File: config.mk
export PLATFORM = sky130hd
export DESIGN_NAME = branch_predictor
export DESIGN_NICKNAME = d
export VERILOG_FILES = /design/src/rtl/branch_predictor.sv
export SDC_FILE = /design/constraint.sdc
export NUM_CORES = 2
export LEC_CHECK = 0
export BUFFER_PORTS_ARGS = -buffer_cell sky130_fd_sc_hd__buf_2
export CAP_MARGIN = 15
export CORE_ASPECT_RATIO = 1.25
export CORE_UTILIZATION = 38
export DETAILED_ROUTE_END_ITERATION = 16
export PLACE_DENSITY = 0.51
export SYNTH_ARGS = -nofsm -noshare
export SYNTH_HDL_FRONTEND = slang
export SYNTH_SLANG_ARGS = --single-unit
File: constraint.sdc
create_clock -name clk -period 61.2 [get_ports clk]
set_clock_uncertainty 0.15 [all_clocks]
set_input_delay 3.06 -clock clk [delete_from_list [all_inputs] [get_ports clk]]
set_output_delay 3.06 -clock clk [all_outputs]
set_load 0.005 [all_outputs]
File: src/rtl/branch_predictor.sv
// Two-bit saturating-counter branch predictor with bimodal or gshare indexing,
// speculative global history with mispredict repair, and a power-up sweep
// that writes every counter to INIT before predictions are allowed.
module branch_predictor #(
  parameter int         TABLE_BITS = 10,
  parameter int         HIST_BITS  = 8,
  parameter int         MODE       = 1,
  parameter logic [1:0] INIT       = 2'b01
) (
  input  logic                  clk,
  input  logic                  resetn,
  input  logic                  p_valid,
  input  logic [31:0]           p_pc,
  output logic                  p_taken,
  output logic [TABLE_BITS-1:0] p_index,
  output logic [HIST_BITS-1:0]  p_ghr,
  input  logic                  u_valid,
  input  logic [TABLE_BITS-1:0] u_index,
  input  logic                  u_taken,
  input  logic                  u_mispredict,
  input  logic [HIST_BITS-1:0]  u_ghr,
  output logic                  ready,
  output logic [31:0]           n_pred,
  output logic [31:0]           n_mispred
);

  localparam int                    ENTRIES    = 1 << TABLE_BITS;
  localparam logic [TABLE_BITS-1:0] SWEEP_LAST = '1;

  typedef enum logic {S_INIT, S_RUN} state_t;

  state_t                state_q, state_d;
  logic [TABLE_BITS-1:0] sweep_q, sweep_d;
  logic [HIST_BITS-1:0]  ghr_q, ghr_d;
  logic [31:0]           n_pred_q, n_pred_d;
  logic [31:0]           n_mispred_q, n_mispred_d;
  logic [1:0]            tbl_q [ENTRIES];

  logic [TABLE_BITS-1:0] pc_idx;
  logic [TABLE_BITS-1:0] ghr_ext;
  logic                  pred_acc;
  logic                  upd_acc;
  logic                  repair;
  logic                  unused_bits;

  // Saturating 2-bit counter step: up on taken, down on not-taken.
  function automatic logic [1:0] sat_update(input logic [1:0] c, input logic up);
    if (up) begin
      return (c == 2'b11) ? c : c + 2'b01;
    end
    return (c == 2'b00) ? c : c - 2'b01;
  endfunction

  // Shift a new outcome into the LSB of a history vector; works for HIST_BITS=1.
  function automatic logic [HIST_BITS-1:0] hist_push(input logic [HIST_BITS-1:0] h,
                                                     input logic b);
    logic [HIST_BITS-1:0] r;
    r[0] = b;
    for (int i = 1; i < HIST_BITS; i++) begin
      r[i] = h[i-1];
    end
    return r;
  endfunction

  // PC bits outside the index field and the oldest returned history bit are not needed.
  assign unused_bits = ^{p_pc[31:TABLE_BITS+2], p_pc[1:0], u_ghr[HIST_BITS-1]};

  // FSM next state: sweep one entry per cycle, then run forever until reset.
  always_comb begin
    state_d = state_q;
    sweep_d = sweep_q;
    ready   = 1'b0;
    case (state_q)
      S_INIT: begin
        sweep_d = sweep_q + 1'b1;
        if (sweep_q == SWEEP_LAST) begin
          state_d = S_RUN;
        end
      end
      S_RUN: begin
        ready = 1'b1;
      end
      default: begin
        state_d = S_INIT;
        sweep_d = '0;
      end
    endcase
  end

  // Prediction index and combinational direction lookup (read-before-write).
  always_comb begin
    pc_idx                   = p_pc[TABLE_BITS+1:2];
    ghr_ext                  = '0;
    ghr_ext[HIST_BITS-1:0]   = ghr_q;
    p_index                  = (MODE == 1) ? (pc_idx ^ ghr_ext) : pc_idx;
    p_taken                  = ready & tbl_q[p_index][1];
    p_ghr                    = ghr_q;
  end

  assign pred_acc = p_valid & ready;
  assign upd_acc  = u_valid & ready;
  assign repair   = upd_acc & u_mispredict;

  // History and statistics next state; repair wins over a speculative shift.
  always_comb begin
    ghr_d       = ghr_q;
    n_pred_d    = n_pred_q;
    n_mispred_d = n_mispred_q;
    if (repair) begin
      ghr_d = hist_push(u_ghr, u_taken);
    end else if (pred_acc) begin
      ghr_d = hist_push(ghr_q, p_taken);
    end
    if (pred_acc) begin
      n_pred_d = n_pred_q + 32'd1;
    end
    if (repair) begin
      n_mispred_d = n_mispred_q + 32'd1;
    end
  end

  // Control state registers with synchronous active-low reset.
  always_ff @(posedge clk) begin
    if (!resetn) begin
      state_q     <= S_INIT;
      sweep_q     <= '0;
      ghr_q       <= '0;
      n_pred_q    <= '0;
      n_mispred_q <= '0;
    end else begin
      state_q     <= state_d;
      sweep_q     <= sweep_d;
      ghr_q       <= ghr_d;
      n_pred_q    <= n_pred_d;
      n_mispred_q <= n_mispred_d;
    end
  end

  // Counter table: sweep writes INIT, resolved branches train; reset alone writes nothing.
  always_ff @(posedge clk) begin
    if (resetn) begin
      if (state_q == S_INIT) begin
        tbl_q[sweep_q] <= INIT;
      end else if (upd_acc) begin
        tbl_q[u_index] <= sat_update(tbl_q[u_index], u_taken);
      end
    end
  end

  assign n_pred    = n_pred_q;
  assign n_mispred = n_mispred_q;

endmodule

==> flow_summary.yaml <==
status:
  status: "complete, no violations"
floorplan:
  core_region_area_um2: 252300
  io_pins: 140
  fp.dieH_um: 565.7
  row_count: 206
  initial_core_util_pct: 38.28
  dieArea_um2: 256200
  die_x_um: 453.0
logic_synthesis:
  ys_types: 86
  ys_seq_area_share_pct: 65.39
  synth-seq-cells: 2131
  syn-cell-area_um2: 96590
  synth_async_sr_flop_share_pct: 0
  avgSynthCellArea_um2: 15.14
  ys.warnings.count: 0
  syn_nets: 6438
  synth_ff_type: "edfxtp_1"
  syn_inst: 6379
  synth_edf_count: 2048
routing:
  vias: 63590
  final_antenna_net_count: 0
  routedWlPerCell_um: 38.00
  drtPass1Iterations: 6
  drt_iter0_drc: 9757
  via_per_inst: 6.397
  routed_wl_mm: 377.7
  drcViolationCount: 0
finish:
  layout_common_cells: "edfxtp_1, nor2_1, mux4_2"
  nets: 6481
  final_util_pct: 42.85
  drive_above_1_share_pct: 21.39
  synthToLayoutAreaGrowth_pct: 11.94
  layout_commonest_cell: "edfxtp_1"
power:
  max-vdd-ir-drop_mv: 0.02270
  p_int_mw: 2.383
  comb_power_share_pct: 6.0
  pwr-share-clk_pct: 43.3
  power-per-cell-area_nw_per_um2: 28.70
  seqPwrFrac_pct: 50.7
  sw_frac_of_total_pct: 23.21
  leakage_nw: 37.01
  p_sw_mw: 0.7203
cts:
  cts_tree: "built"
  cts_setup_buffers: 0
  h-tree-depth: 4
  cts.repair.resized: 0
  cts_buffers: 216
  numClockSinks: 2131
  root_buffer: "clkbuf_16"
  clock_path_buffers: 4
  clk_pin_slew_worst_paths_ps: 60
  cts-hold-fix-buffers: 0
  insertion_delay_ps: 910
timing:
  tns_ps: 0
  final-setup-viol-count: 0
  rsz0062_at_grt: "false"
  max_freq_mhz: 81.94
  finalCriticalPeriod_ps: 12200
  fin_crit_sh_pct: 19.94
  worstMarginPinSlew_ps: 1396
  finalMaxSlewViolations: 0
  max_slew_margin_pct: 6.956
  setup_ws_ps: 49000
  finalHoldViolations: 0
worst_setup_path:
  endpoint_kind: "flip-flop"
  cp_cell_sequence: "buf_8 > buf_4 > buf_4 > buf_4 > buf_4 > mux4_2 > a32oi_1 > nand4_1 > o31ai_1 > or4_1 > a31oi_1 > nor2b_1 > a211oi_4 > buf_4 > buf_12 > buf_4 > buf_4"
  arrival_ps: 12600
  worst_path_max_delay_cell: "buf_4"
  path_class: "in2reg"
  required_ps: 61590
  crit_top_cell: "buf_4"
  slowest_delay_ps: 950
  cp_max_fo: 219
  critPathLaunchType: "input pin"
place:
  io_buffers: 116
  dpl.hpwl_mm: 225.2
  gp_congestion: 0.9015
  place_ws_ps: 48170
grt:
  grt_max_degree: 244
  grt_pass1_vias: 62110
  overflow: 0
  grt.total_usage_pct: 28.98
  antenna_found_initial: 35
  grt_first_pass_wirelength_mm: 513.7
flow_run:
  cap_violations: 0
worst_hold_path:
  hp-class: "reg2reg"
flip-flops by register name (all words and copies together) (netlist names):
register   count
n_mispred     32
tbl_q       2048
sweep_q       10
state_q        1
n_pred        32
p_ghr          8
worst max-delay path, delay by kind of cell:
family	cells	cell delay [ps]
simple gates	3	730
buf+inv	9	6130
mux	1	640
compound gates	4	1380
stage by stage:
| step | area, um2 | power [mW] | instances | hold slack [ps] |
|---|---|---|---|---|
| 2_1_floorplan | 96590 | 1.703 | 6379 | 310.5 |
| 3_3_place_gp | 100900 | 1.788 | 9519 | 332.2 |
| 3_5_place_dp | 100900 | 1.787 | 9522 | 327.4 |
| 4_1_cts | 107800 | 3.108 | 9916 | 335.8 |
| 5_1_grt | 108100 | 3.160 | 9932 | 371.0 |
| 6_report | 108100 | 3.103 | 9940 | 332.9 |
layout make-up:
class                           count  area, um2
Antenna cell                       14      35.03
Timing Repair Buffer              359       2740
Tap cell                         3328       4164
Sequential cell                  2131      63160
Clock inverter                    128       1266
Clock buffer                      266       5655
Multi-Input combinational cell   3690      30980
Fill cell                       22660     144200
Inverter                           24      120.1
logic make-up (layout without fill, tap and decap cells):
| family | Yosys count | count (layout) | synth area share, % |
|---|---|---|---|
| flip-flops | 2131 | 2131 | 65.39 |
| AND/OR/NAND/NOR | 2121 | 2121 | 9.299 |
| multiplexers | 902 | 902 | 17.16 |
| AO/OA/AOI/OAI | 598 | 598 | 4.532 |
| buffers and inverters | 558 | 777 | 2.979 |
| XOR/XNOR | 66 | 66 | 0.6062 |
| adder cells (fa/ha/maj) | 3 | 3 | 0.03886 |
| other | 0 | 14 | 0 |
synth_stat cells (32+ instances only):
cell	number	area [um2]
buf_1	62	232.7
edfxtp_1	2048	61500
buf_2	103	515.5
o22ai_1	69	431.7
mux2i_1	258	2582
a211oi_1	32	240.2
nor2_1	1157	4343
o21ai_0	48	240.2
clkbuf_1	269	1010
a22oi_1	65	488.0
mux4_2	597	13450
buf_4	42	315.3
nand3_1	132	660.6
xor2_1	38	332.8
a21oi_1	68	340.3
mux2_2	45	506.7
buf_6	45	506.7
nand4_1	67	419.2
nand2_1	507	1903
a32oi_1	49	429.2
o221ai_1	48	420.4
nor3_1	66	330.3
a31oi_1	41	256.5
dfxtp_1	83	1662
worst paths after layout:
| check | startpoint | end | slack [ps] | cells past startpoint |
|---|---|---|---|---|
| max | u_index[0] | tbl_q[390][0] | 49000 | 17 |
| min | n_mispred[31] | n_mispred[31] | 330 | 2 |
| max reg2reg | tbl_q[464][1] | tbl_q[390][0] | 53370 | 13 |
| min reg2reg | n_mispred[31] | n_mispred[31] | 330 | 2 |
routing by layer:
| metal | share of wire [%] | vias up | GRT usage, % | wire (um) |
|---|---|---|---|---|
| li1 | - | 25070 | - | - |
| met1 | 37 | 33610 | 37.57 | 140000 |
| met2 | 47 | 4065 | 46.34 | 176900 |
| met3 | 10 | 825 | 5.533 | 38430 |
| met4 | 5.9 | 12 | 14.98 | 22120 |
| met5 | 0.064 | - | 0 | 241 |
power by group through the flow:
| stage | combinational, mW | sequential [mW] | clock [mW] |
|---|---|---|---|
| 2_1_floorplan | 0.0987 | 1.60 | 0 |
| 3_3_place_gp | 0.183 | 1.60 | 0 |
| 3_5_place_dp | 0.183 | 1.60 | 0 |
| 4_1_cts | 0.183 | 1.57 | 1.35 |
| 5_1_grt | 0.187 | 1.57 | 1.40 |
| 6_report | 0.187 | 1.57 | 1.34 |
Note: power is estimated with default switching activity, not from simulation.
